`src/rtl/imul_wb_buf_pkg.sv`:
```
// Shared multiplier/writeback constants: latency, tag width and the flag field layout.
`ifndef IMUL_WB_DEFS
`define IMUL_WB_DEFS
`define IMUL_LAT 4
`define IMUL_TAG_W 9
`endif

package imul_wb_buf_pkg;
  localparam int IMUL_LAT   = `IMUL_LAT;
  localparam int IMUL_TAG_W = `IMUL_TAG_W;
  localparam int RES_W      = 65;
  localparam int FLG_W      = 6;

  // Flag layout MSB..LSB: O, C, reserved, S, Z, P
  typedef struct packed {
    logic o;
    logic c;
    logic rsv;
    logic s;
    logic z;
    logic p;
  } flg_t;
endpackage

```
`src/rtl/imul_wb_fifo.sv`:
```
// Result FIFO with a split write: {tag,res} on capture, flags one clock later.
module imul_wb_fifo
  import imul_wb_buf_pkg::*;
#(
  parameter int DEPTH = 4,
  parameter int TAG_W = IMUL_TAG_W
) (
  input  logic                   clk,
  input  logic                   rst,
  input  logic                   i_flush,
  input  logic                   i_res_we,
  input  logic [TAG_W-1:0]       i_res_tag,
  input  logic [RES_W-1:0]       i_res,
  input  logic [FLG_W-1:0]       i_flg,
  input  logic                   i_pop,
  output logic                   o_vld,
  output logic [TAG_W-1:0]       o_tag,
  output logic [RES_W-1:0]       o_res,
  output logic [FLG_W-1:0]       o_flg,
  output logic [$clog2(DEPTH):0] o_cnt_nxt
);
  localparam int AW = $clog2(DEPTH);
  localparam int CW = AW + 1;

  logic [TAG_W-1:0] r_tag [DEPTH];
  logic [RES_W-1:0] r_res [DEPTH];
  flg_t             r_flg [DEPTH];
  logic [DEPTH-1:0] r_pend;
  logic [AW-1:0]    r_head, r_tail, r_flg_idx;
  logic             r_flg_due;
  logic [CW-1:0]    r_cnt;

  logic w_full, w_pop, w_push;

  assign w_full    = (r_cnt == CW'(DEPTH));
  assign o_vld     = (r_cnt != '0) && !r_pend[r_head];
  assign w_pop     = o_vld && i_pop && !i_flush;
  // A full FIFO still accepts when the head leaves on the same edge.
  assign w_push    = i_res_we && !i_flush && (!w_full || w_pop);
  assign o_cnt_nxt = i_flush ? '0 : r_cnt + CW'(w_push) - CW'(w_pop);

  assign o_tag = r_tag[r_head];
  assign o_res = r_res[r_head];
  assign o_flg = r_flg[r_head];

  always_ff @(posedge clk) begin
    if (rst) begin
      r_head    <= '0;
      r_tail    <= '0;
      r_flg_idx <= '0;
      r_flg_due <= 1'b0;
      r_cnt     <= '0;
      r_pend    <= '0;
      for (int i = 0; i < DEPTH; i++) begin
        r_tag[i] <= '0;
        r_res[i] <= '0;
        r_flg[i] <= '0;
      end
    end else begin
      r_cnt <= o_cnt_nxt;
      if (i_flush) begin
        r_head    <= '0;
        r_tail    <= '0;
        r_pend    <= '0;
        r_flg_due <= 1'b0;
      end else begin
        // Flags land in the slot captured on the previous edge, independent of clkEn.
        if (r_flg_due) begin
          r_flg[r_flg_idx]  <= flg_t'(i_flg);
          r_pend[r_flg_idx] <= 1'b0;
        end
        if (w_push) begin
          r_tag[r_tail]  <= i_res_tag;
          r_res[r_tail]  <= i_res;
          r_pend[r_tail] <= 1'b1;
          r_tail         <= r_tail + 1'b1;
          r_flg_idx      <= r_tail;
        end
        r_flg_due <= w_push;
        if (w_pop) r_head <= r_head + 1'b1;
      end
    end
  end
endmodule

```
`src/rtl/imul_wb_buf.sv`:
```
// Multiplier writeback buffer: tag delay line, capture FIFO and issue credit logic.
module imul_wb_buf
  import imul_wb_buf_pkg::*;
#(
  parameter int LAT   = IMUL_LAT,
  parameter int DEPTH = 4,
  parameter int TAG_W = IMUL_TAG_W
) (
  input  logic             clk,
  input  logic             rst,
  input  logic             clkEn,
  input  logic             flush,
  input  logic             en,
  input  logic [TAG_W-1:0] tag_in,
  input  logic [64:0]      Res,
  input  logic [5:0]       flg,
  output logic             out_vld,
  input  logic             out_ready,
  output logic [TAG_W-1:0] out_tag,
  output logic [64:0]      out_res,
  output logic [5:0]       out_flg,
  output logic             issue_stall,
  output logic             ovf_err
);
  logic [LAT-1:0]        r_vld;
  logic [TAG_W-1:0]      r_tag [LAT];
  logic                  r_stall, r_ovf;

  logic [LAT-1:0]        w_vld_nxt;
  logic [7:0]            w_inflight, w_credit;
  logic [$clog2(DEPTH):0] w_cnt_nxt;
  logic                  w_cap;

  assign w_cap = clkEn && r_vld[LAT-1];

  always_comb begin
    w_vld_nxt = r_vld;
    if (flush)      w_vld_nxt = '0;
    else if (clkEn) w_vld_nxt = {r_vld[LAT-2:0], en};
    w_inflight = '0;
    for (int i = 0; i < LAT; i++) w_inflight = w_inflight + 8'(w_vld_nxt[i]);
    w_credit = w_inflight + 8'(w_cnt_nxt);
  end

  always_ff @(posedge clk) begin
    if (rst) begin
      r_vld <= '0;
      for (int i = 0; i < LAT; i++) r_tag[i] <= '0;
    end else begin
      r_vld <= w_vld_nxt;
      if (clkEn) begin
        r_tag[0] <= tag_in;
        for (int i = 1; i < LAT; i++) r_tag[i] <= r_tag[i-1];
      end
    end
  end

  // Stall is computed from next-state occupancy so it already guards the following issue slot.
  always_ff @(posedge clk) begin
    if (rst) begin
      r_stall <= 1'b0;
      r_ovf   <= 1'b0;
    end else begin
      r_stall <= (w_credit >= 8'(DEPTH));
      if (en && clkEn && r_stall) r_ovf <= 1'b1;
    end
  end

  assign issue_stall = r_stall;
  assign ovf_err     = r_ovf;

  imul_wb_fifo #(.DEPTH(DEPTH), .TAG_W(TAG_W)) u_fifo (
    .clk       (clk),
    .rst       (rst),
    .i_flush   (flush),
    .i_res_we  (w_cap),
    .i_res_tag (r_tag[LAT-1]),
    .i_res     (Res),
    .i_flg     (flg),
    .i_pop     (out_ready),
    .o_vld     (out_vld),
    .o_tag     (out_tag),
    .o_res     (out_res),
    .o_flg     (out_flg),
    .o_cnt_nxt (w_cnt_nxt)
  );
endmodule
```
`config.mk`:
```
export PLATFORM = sky130hd
export DESIGN_NAME = imul_wb_buf
export DESIGN_NICKNAME = d
export VERILOG_FILES = /design/src/rtl/imul_wb_buf_pkg.sv /design/src/rtl/imul_wb_fifo.sv /design/src/rtl/imul_wb_buf.sv
export SDC_FILE = /design/constraint.sdc
export NUM_CORES = 1
export LEC_CHECK = 0
export ABC_AREA = 0
export BUFFER_PORTS_ARGS = -buffer_cell sky130_fd_sc_hd__buf_2
export CORE_UTILIZATION = 50
export DETAILED_ROUTE_END_ITERATION = 7
export GPL_ROUTABILITY_DRIVEN = 1
export PLACE_DENSITY_LB_ADDON = 0.05
export SLEW_MARGIN = 20
export SYNTH_ARGS = -nofsm -noshare
export SYNTH_HDL_FRONTEND = slang
export SYNTH_SLANG_ARGS = --single-unit
```
`constraint.sdc`:
```
create_clock -name clk -period 8.3 [get_ports clk]
set_input_delay 0.415 -clock clk [delete_from_list [all_inputs] [get_ports clk]]
set_output_delay 0.415 -clock clk [all_outputs]
set_load 0.02 [all_outputs]
```
==> flow_summary.yaml <==
status:
  status: "finished clean"
power:
  switchingPower_mw: 0.8128
  p_comb_frac: 0.045
  p_leak_nw: 6.579
  p_sw_frac: 0.2065
  peakVddDrop_mv: 0.1374
  seqPwrFrac: 0.549
  clockPowerShare: 0.406
  power.density_mw_per_mm2: 212.0
  internal_power_mw: 3.123
detailed_routing:
  wl_met1_um: 14410
  ant_nets: 0
  wl_met2_um: 15960
  wl_met3_um: 1792
  vias: 8799
  first_pass_iters: 8
  top_layer_used: "met5"
  wirelength_um: 32730
  vias_per_cell: 5.275
  wl_per_cell_um: 19.62
  remaining_drc_errors: 0
  drt_iter0_drc: 590
floorplanning:
  die_y_um: 182.4
  ios: 169
  std_cell_rows: 65
  dieArea_mm2: 0.03326
  core-area_mm2: 0.03180
  die_width_um: 182.4
  initial_core_util: 0.5115
clock_network:
  clock_sinks: 378
  cts_tree: "yes"
  postCtsSetupBuffers: 0
  path_clk_slew_ns: 0.06
  cts_hold_buf: 0
  cts_buffers: 39
  clk_root_buffer_cell: "clkbuf_16"
  clock_path_buffers: 3
  htreeDepth: 2
  cts_resized: 0
  insertion_delay_ns: 0.52
synthesis:
  synthCells: 1057
  ys_seq_elements: 378
  synthArstFlopShare: 0
  synth_cell_type_count: 41
  avgSynthCellArea_um2: 15.39
  yosys.area.top_type: "edfxtp_1"
  ys_top_cells_by_area: "edfxtp_1 66%, mux4_2 11%, nor2_2 4.6%"
  netlist_area_mm2: 0.01627
  ys_seq_area_frac: 0.6843
  synth.top_cell.area_share: 0.6572
  synth_flop_cell: "edfxtp_1"
  synth_edf_count: 356
  yosysWarningCount: 0
  synthesis.nets: 1153
timing:
  fin_tns_setup_ns: 0
  min_period_ns: 3.703
  fmax_mhz: 270.1
  slew_violations: 0
  worst_slack_ns: 4.597
  rsz0062_at_grt: "false"
  max_slew_margin: 0.2638
  worst_pin_slew_ns: 1.104
  finalSetupViolations: 0
  fin_crit_sh: 0.4461
  whs_ns: 0.1555
  hold_viol_final: 0
  clock_skew_ns: 0.01280
layout:
  regArea_mm2: 0.01114
  layout-drive-gt1-share: 0.3633
  syn_to_final_growth_pct: 14.14
  final_cell_mix: "356 x edfxtp_1, 197 x nor2_1, 167 x buf_2"
  fin_cells: 1668
  fillers: 2544
  nets: 1302
  antenna_cells: 0
  final_common_cell: "edfxtp_1"
  multi_input_area_mm2: 0.004780
  final_area_mm2: 0.01857
worst_setup_path:
  setup.worst_path.start_class: "register"
  criticalPathCategory: "reg2reg"
  end_kind: "register"
  crit_chain: "mux4_2 > o32a_2 > inv_2 > nand3_4 > nand2b_4 > buf_4"
  path_depth: 6
  worst-path-buf-inv: 2
  cpPeakStageDelay_ns: 0.70
  r2r_slack_ns: 4.60
  cp_max_fo: 53
  slowest_stage: "buf_4"
  r2r-start: "u_fifo.r_head[0]$_SDFFE_PP0P_"
  r2r_end: "u_fifo.r_res[1][64]$_SDFFCE_PN0P_"
  cp_top_family: "simple AND/OR/NAND/NOR gates"
  startpoint: "u_fifo.r_head[0]$_SDFFE_PP0P_"
  rr_worst_depth: 6
  crit_end: "u_fifo.r_res[1][64]$_SDFFCE_PN0P_"
  arrival_ns: 3.84
  required_ns: 8.44
placement:
  place_congestion: 0.7286
  place_area_mm2: 0.01741
  port_buffers: 168
  pre_cts_ws_ns: 4.554
  hpwl_um: 18070
  dp.cells: 1600
global_routing:
  grt_pass1_wl_um: 50750
  grt_antenna_before_repair: 1
  grt_remaining_overflow: 0
  track_usage: 0.2019
  first_global_vias: 8972
  grt_max_degree: 95
worst_hold_path:
  worstHoldPathType: "in2reg"
job:
  max-cap-violations: 0
registers in the layout, indices dropped and copies added, names as in the netlist, 2 cells and up, named ones only:
register,cells
u_fifo.r_res,260
r_tag,36
u_fifo.r_tag,36
u_fifo.r_flg,24
r_vld,4
u_fifo.r_pend,4
u_fifo.r_cnt,3
u_fifo.r_flg_idx,2
u_fifo.r_head,2
u_fifo.r_tail,2
power by group through the flow:
stage	Sequential [mW]	Clock [mW]	Combinational, mW
floorplan	2.20	0	0.107
global placement	2.20	0	0.179
detailed placement	2.20	0	0.180
CTS	2.16	1.64	0.180
global route	2.17	1.71	0.191
finish	2.16	1.60	0.175
worst register-to-register path: cells and delay by family (launching register included):
family / cells / cell delay (ns)
flops: 1 / 0.41
mux: 1 / 0.57
buf+inv: 2 / 0.93
compound gates: 1 / 0.21
simple gates: 2 / 1.14
Yosys cell counts (2+ instances only):
master	count
edfxtp_1	356
nor2_1	197
nor2_2	120
mux4_2	81
nand2b_1	78
and2_1	54
clkbuf_1	36
dfxtp_1	22
buf_2	17
buf_6	15
nand2_1	9
ha_1	8
inv_1	7
and3_1	6
a21oi_1	4
mux2i_1	4
nor2b_1	4
nor3_1	4
or2_2	4
a22oi_1	3
a31o_2	2
buf_1	2
fa_1	2
nand3_1	2
nand3_2	2
nor3b_1	2
xnor2_1	2
how the worst min path moves through the flow:
stage                                 from                          end  slack [ns]  cells after the start
2_1_floorplan  u_fifo.r_pend[0]$_SDFF_PP0_  u_fifo.r_pend[0]$_SDFF_PP0_        0.45                      2
3_3_place_gp          ovf_err$_SDFFE_PP0P_         ovf_err$_SDFFE_PP0P_        0.46                      2
3_5_place_dp          ovf_err$_SDFFE_PP0P_         ovf_err$_SDFFE_PP0P_        0.46                      2
4_1_cts                                 en         ovf_err$_SDFFE_PP0P_        0.15                      3
5_1_grt                          tag_in[4]    r_tag[0][4]$_SDFFCE_PN0P_        0.16                      2
6_report                                en         ovf_err$_SDFFE_PP0P_        0.16                      3
cell families after synthesis:
group                    after synthesis  synth area share
AND/OR/NAND/NOR                      487            0.1569
flip-flops                           378            0.6843
multiplexers                          85            0.1146
buffers and inverters                 78           0.02623
AO/OA/AOI/OAI                         16          0.006923
adder cells (fa/ha/maj)               10          0.008615
XOR/XNOR                               3          0.002461
metrics by stage:
stage | total power [mW] | utilization
after floorplan | 2.308 | -
after global placement | 2.379 | 0.5474
after detailed placement | 2.382 | 0.5474
after CTS | 3.982 | 0.5837
after global routing | 4.066 | 0.5839
final | 3.936 | 0.5839
cell type report:
class | instances | share of cell area
Sequential cell | 378 | 0.5999
Inverter | 8 | 0.001617
Clock buffer | 55 | 0.05917
Timing Repair Buffer | 178 | 0.04946
Clock inverter | 13 | 0.003100
Tap cell | 435 | 0.02931
Multi-Input combinational cell | 601 | 0.2574
layer usage:
metal / vias up / global-route usage
met4: 2 / 0.05143
met1: 4405 / 0.2752
met5: - / 0
met2: 239 / 0.3375
li1: 4107 / -
met3: 46 / 0.03632
(Power assumes the default switching activity.)
